<file path="config.mk">
export PLATFORM = sky130hd
export DESIGN_NAME = prod_bcd_converter
export DESIGN_NICKNAME = d
export VERILOG_FILES = /design/src/rtl/prod_bcd_converter.sv
export SDC_FILE = /design/constraint.sdc
export NUM_CORES = 1
export LEC_CHECK = 0
export ABC_AREA = 0
export CAP_MARGIN = 20
export CORE_UTILIZATION = 41
export CTS_CLUSTER_DIAMETER = 40
export DETAILED_ROUTE_END_ITERATION = 6
export DONT_BUFFER_PORTS = 1
export SKIP_CTS_REPAIR_TIMING = 1
export SLEW_MARGIN = 10
export SYNTH_ARGS = -nofsm -noshare
export SYNTH_HDL_FRONTEND = slang
export SYNTH_SLANG_ARGS = --single-unit
</file>
<file path="constraint.sdc">
create_clock -name clk -period 2.2 [get_ports clk]
set_input_delay 0.55 -clock clk [delete_from_list [all_inputs] [get_ports clk]]
set_output_delay 0.55 -clock clk [all_outputs]
set_load 0.03 [all_outputs]
</file>
<file path="src/rtl/prod_bcd_converter.sv">
// Sequential binary-to-BCD converter for the multiplier product path.
// Sign/magnitude split on start, then one double-dabble shift per clock.
module prod_bcd_converter #(
    parameter int WIDTH  = 8,
    parameter bit SIGNED = 1'b1
) (
    input  logic             clk,
    input  logic             rst,
    input  logic             start,
    input  logic [WIDTH-1:0] prod,
    output logic             busy,
    output logic             done,
    output logic             neg,
    output logic [3:0]       hundreds,
    output logic [3:0]       tens,
    output logic [3:0]       units
);

    generate
        if (WIDTH < 4 || WIDTH > 9) begin : g_bad_width
            $error("prod_bcd_converter: WIDTH must be in 4..9");
        end
    endgenerate

    typedef enum logic [1:0] {S_IDLE, S_SHIFT, S_DONE} state_t;

    state_t           r_state, w_next;
    logic [WIDTH-1:0] r_shift;
    logic [11:0]      r_bcd;
    logic [3:0]       r_cnt;
    logic             r_sign;
    logic             r_busy, r_done, r_neg;
    logic [3:0]       r_hun, r_ten, r_uni;

    logic             w_sign;
    logic [WIDTH-1:0] w_mag;
    logic [11:0]      w_adj;

    // Negating the most negative code wraps to itself, which read unsigned is its magnitude.
    assign w_sign = SIGNED && prod[WIDTH-1];
    assign w_mag  = w_sign ? (~prod + {{(WIDTH-1){1'b0}}, 1'b1}) : prod;

    genvar g;
    generate
        for (g = 0; g < 3; g++) begin : g_adj
            assign w_adj[4*g +: 4] = (r_bcd[4*g +: 4] >= 4'd5) ? r_bcd[4*g +: 4] + 4'd3
                                                                : r_bcd[4*g +: 4];
        end
    endgenerate

    always_ff @(posedge clk) begin
        if (!rst) r_state <= S_IDLE;
        else      r_state <= w_next;
    end

    always_comb begin
        w_next = r_state;
        case (r_state)
            S_IDLE:  if (start) w_next = S_SHIFT;
            S_SHIFT: if (r_cnt == 4'd1) w_next = S_DONE;
            S_DONE:  w_next = S_IDLE;
            default: w_next = S_IDLE;
        endcase
    end

    always_ff @(posedge clk) begin
        if (!rst) begin
            r_shift <= '0;
            r_bcd   <= '0;
            r_cnt   <= '0;
            r_sign  <= 1'b0;
            r_busy  <= 1'b0;
            r_done  <= 1'b0;
            r_neg   <= 1'b0;
            r_hun   <= '0;
            r_ten   <= '0;
            r_uni   <= '0;
        end else begin
            r_done <= 1'b0;
            case (r_state)
                S_IDLE: if (start) begin
                    r_shift <= w_mag;
                    r_sign  <= w_sign;
                    r_bcd   <= '0;
                    r_cnt   <= 4'(WIDTH);
                    r_busy  <= 1'b1;
                end
                S_SHIFT: begin
                    r_bcd   <= {w_adj[10:0], r_shift[WIDTH-1]};
                    r_shift <= {r_shift[WIDTH-2:0], 1'b0};
                    r_cnt   <= r_cnt - 4'd1;
                end
                S_DONE: begin
                    r_hun  <= r_bcd[11:8];
                    r_ten  <= r_bcd[7:4];
                    r_uni  <= r_bcd[3:0];
                    r_neg  <= r_sign;
                    r_done <= 1'b1;
                    r_busy <= 1'b0;
                end
                default: ;
            endcase
        end
    end

    assign busy     = r_busy;
    assign done     = r_done;
    assign neg      = r_neg;
    assign hundreds = r_hun;
    assign tens     = r_ten;
    assign units    = r_uni;

endmodule

</file>
==> summary.txt <==
Run status
  – Status: finished clean

Worst setup path
  – Reg2reg setup slack: ~0.56 ns
  – CP startpoint kind: flip-flop
  – CP max FO: 4
  – Slowest cell delay on critical path: around 0.4 ns
  – Crit path arrival time: 1.87 ns
  – Crit. End Element: flip-flop
  – Kind of critical path: flip-flop to flip-flop
  – Slowest library cell on the worst path: dfxtp_1
  – Cell Chain, Critical Path: inv_1 -> ha_1 -> nand2b_1 -> a21oi_1 -> mux2_2 -> o2bb2ai_1
  – Worst path required time: around 2.4 ns

Clocking
  – H-tree lvl count: 2
  – Clock buffer depth: 2
  – CTS tree: built
  – CTS root buf: clkbuf_8
  – Worst skew pair latency: a little under 0.3 ns
  – Clk sinks: 42
  – Clock slew at reported path FFs: ~0.070 ns
  – CTS Buf Count: 5

Layout
  – Area of the multi-input gates: between 0.001 and 0.0015 mm²
  – P&R area growth vs syn: 6.06%
  – Diode count: 0
  – Post-route cell area: 0.00217 mm²
  – Net count, final: 242
  – Share of cells above drive strength 1: under 10%
  – FF/Latch Area: roughly 840 µm²
  – Filler cell count: 492

Pwr
  – P per Cell Area: 661 mW/mm²
  – Switch share: between 20% and 30%
  – VDD IR-drop max: roughly 0.23 mV
  – Internal power: 1100 µW
  – Sequential share of power: 56.0%
  – Comb power frac: 8.9%
  – Clock group share of total power: about a third
  – Lkg Pwr: between 0.0007 and 0.0008 µW
  – NetSw: about 340 µW

Timing
  – Finish-stage setup viols: 0
  – Slew Limit Headroom: a little under two thirds
  – Hold WS: around 0.37 ns
  – Max-slew violations: 0
  – RSZ-0062 raised after global routing: false
  – Worst slew pin tran: 0.544 ns
  – Setup TNS: 0 ns
  – FMAX: a little over 0.6 GHz
  – Worst-case clock skew: about 0.0016 ns
  – Fin crit period: 1.64 ns
  – Final period utilization: between 70 and 80%
  – Fin. Hold Viols: 0

Detailed routing
  – 1st-iter DRT viols: between 100 and 150
  – Drt first pass iters: 4
  – Final wirelength: 3.64 mm
  – DR vias: approximately 1.5k
  – DRC viols: 0
  – DR vias/cell: slightly above 5
  – ANT nets after route: 0
  – Routed WL per cell: roughly 13 µm

Global route
  – First-pass GRT wire length: 6.27 mm
  – Busiest grt layer: met2
  – Met1 usage: 19.3%
  – Overflow after GRT: 0
  – Grt met3 use: 4.42%
  – Largest net degree at the start of global routing: 40
  – Initial antenna violation count: 0
  – Total global routing track utilization: between 10% and 20%
  – Vias in the first global route: about 1.4k
  – Grt met2 use: 24.4%

Yosys
  – Mux cell area share after synthesis: under 10%
  – Flops & latches, synth: 42
  – Syn. warnings: 0
  – Area fraction in compound gates after synthesis: 21.7%
  – Sequential-to-total area share from yosys stat: between 40 and 50%
  – Synth cell types: 42
  – Main synth FF type: dfxtp_1
  – Mapped Nets: between 200 and 250
  – Xor and xnor area share after synthesis: roughly 3.9%
  – Post-synth top area cell: dfxtp_1
  – Yosys top cell area share: between 40% and 50%
  – Post-synth EDFFs: 0
  – Synth area leaders: dfxtp_1, a21boi_0, nand2_1
  – Mapped Area: roughly 0.0020 mm²
  – Largest family of logic cells by synthesized area: compound AO/OA/AOI/OAI gates
  – Avg Cell Area, Syn: between 9 and 10 µm²
  – Post-synthesis async set-or-reset flop share: 0%
  – Synth Instances: around 220
  – Post-synthesis adder-cell area fraction: under 10%
  – Post-Synth Simple-Gate Area: 19.8%

Floorplan
  – IO Pins: 26
  – Initial Util: 43.0%
  – DIE AREA: ~0.0053 mm²
  – Die width: ~73 µm
  – CORE AREA: 0.00475 mm²
  – Die Height: between 70 and 80 µm
  – Rows: 25

Place
  – Post-DP HPWL: 2.51 mm
  – Placer Congestion: around 0.72
  – Post-DP Area: 0.00208 mm²
  – # port buffers: 0

Run
  – Max Cap Viol: 0

Worst hold path
  – Worst Hold Class: input port to flip-flop
cell usage after synthesis (2+ instances only):
library cell	instances
clkbuf_1	2
o21ai_0	10
buf_2	4
nand2_1	36
a32oi_1	2
ha_1	9
mux2_2	3
nor3_1	5
o31ai_1	2
nand2b_1	5
nor2_1	4
nand3_1	5
a21boi_0	18
buf_4	4
xnor2_1	5
o31ai_4	2
a22o_1	2
a222oi_1	2
nor2b_1	11
dfxtp_1	42
inv_1	10
xor2_1	4
and2_1	4
a22oi_1	3
o2bb2ai_1	6
a21oi_1	7
power by group through the flow:
stage / clock, µW / combinational (µW) / sequential (µW)
5_1_grt: 556 / 146 / 807
2_1_floorplan: 0 / 126 / 817
3_3_place_gp: 0 / 129 / 821
3_5_place_dp: 0 / 130 / 821
6_report: 502 / 128 / 803
4_1_cts: 523 / 131 / 803
critical path, delay by kind of cell (launching register included):
family | cells | cell delay [ns]
AOI/OAI and AO/OA | 2 | 0.41
adders and majority gates | 1 | 0.17
buffers and inverters | 1 | 0.09
DFF | 1 | 0.40
muxes | 1 | 0.37
and+or+nand+nor | 1 | 0.13
flip-flops by register name, indices dropped and copies added, names as in the netlist:
name	count
busy	1
units	4
r_state	2
hundreds	4
r_sign	1
done	1
r_cnt	4
tens	4
r_bcd	12
r_shift	8
neg	1
cell usage in the layout, fill, tap and decap left out, drive strengths merged, types with 6 or more instances in the layout:
cell type  instances
inv               10
nand2             37
nor2b             11
dfxtp             42
clkbuf             7
ha                 9
o21ai             11
a21boi            19
o2bb2ai            6
a21oi              7
final cells by class:
class | instances | share of cell area (%)
clock buffers | 7 | 3.98
well taps | 67 | 3.87
clock inverters | 1 | 0.231
inverters | 10 | 1.73
multi-input cells | 159 | 50.0
flip-flops and latches | 42 | 38.8
repair buffers | 4 | 1.38
cell families after synthesis:
group | after synthesis
muxes | 4
xor gates and xnor gates | 9
buffers and inverters | 22
DFF | 42
AOI/OAI and AO/OA | 59
adders and majority gates | 9
and+or+nand+nor | 78
layer usage:
| layer | up-vias | wire length [µm] | share of wire, % |
|---|---|---|---|
| met3 | 2 | 143 | 3.9 |
| met5 | - | 0 | 0 |
| met1 | 676 | 1710 | 47 |
| met4 | 0 | 24 | 0.66 |
| met2 | 29 | 1770 | 49 |
| li1 | 764 | - | - |
worst paths after layout:
check	to	from	cells past startpoint
max	r_bcd[6]$_SDFFE_PN0P_	r_bcd[5]$_SDFFE_PN0P_	6
min	r_shift[2]$_SDFFE_PN0P_	rst	2
max reg2reg	r_bcd[6]$_SDFFE_PN0P_	r_bcd[5]$_SDFFE_PN0P_	6
min reg2reg	neg$_SDFFE_PN0P_	r_sign$_SDFFE_PN0P_	2
through the flow:
step | utilization (%) | total power [µW] | cells | worst slack, ns
after detailed placement | 43.7 | 951 | 282 | 0.592
after CTS | 45.6 | 1460 | 290 | 0.572
after global routing | 45.6 | 1510 | 290 | 0.423
after floorplan | - | 943 | 223 | 0.740
final | 45.6 | 1430 | 290 | 0.558
after global placement | 43.7 | 950 | 282 | 0.614
Power figures use the tool's default switching activity.
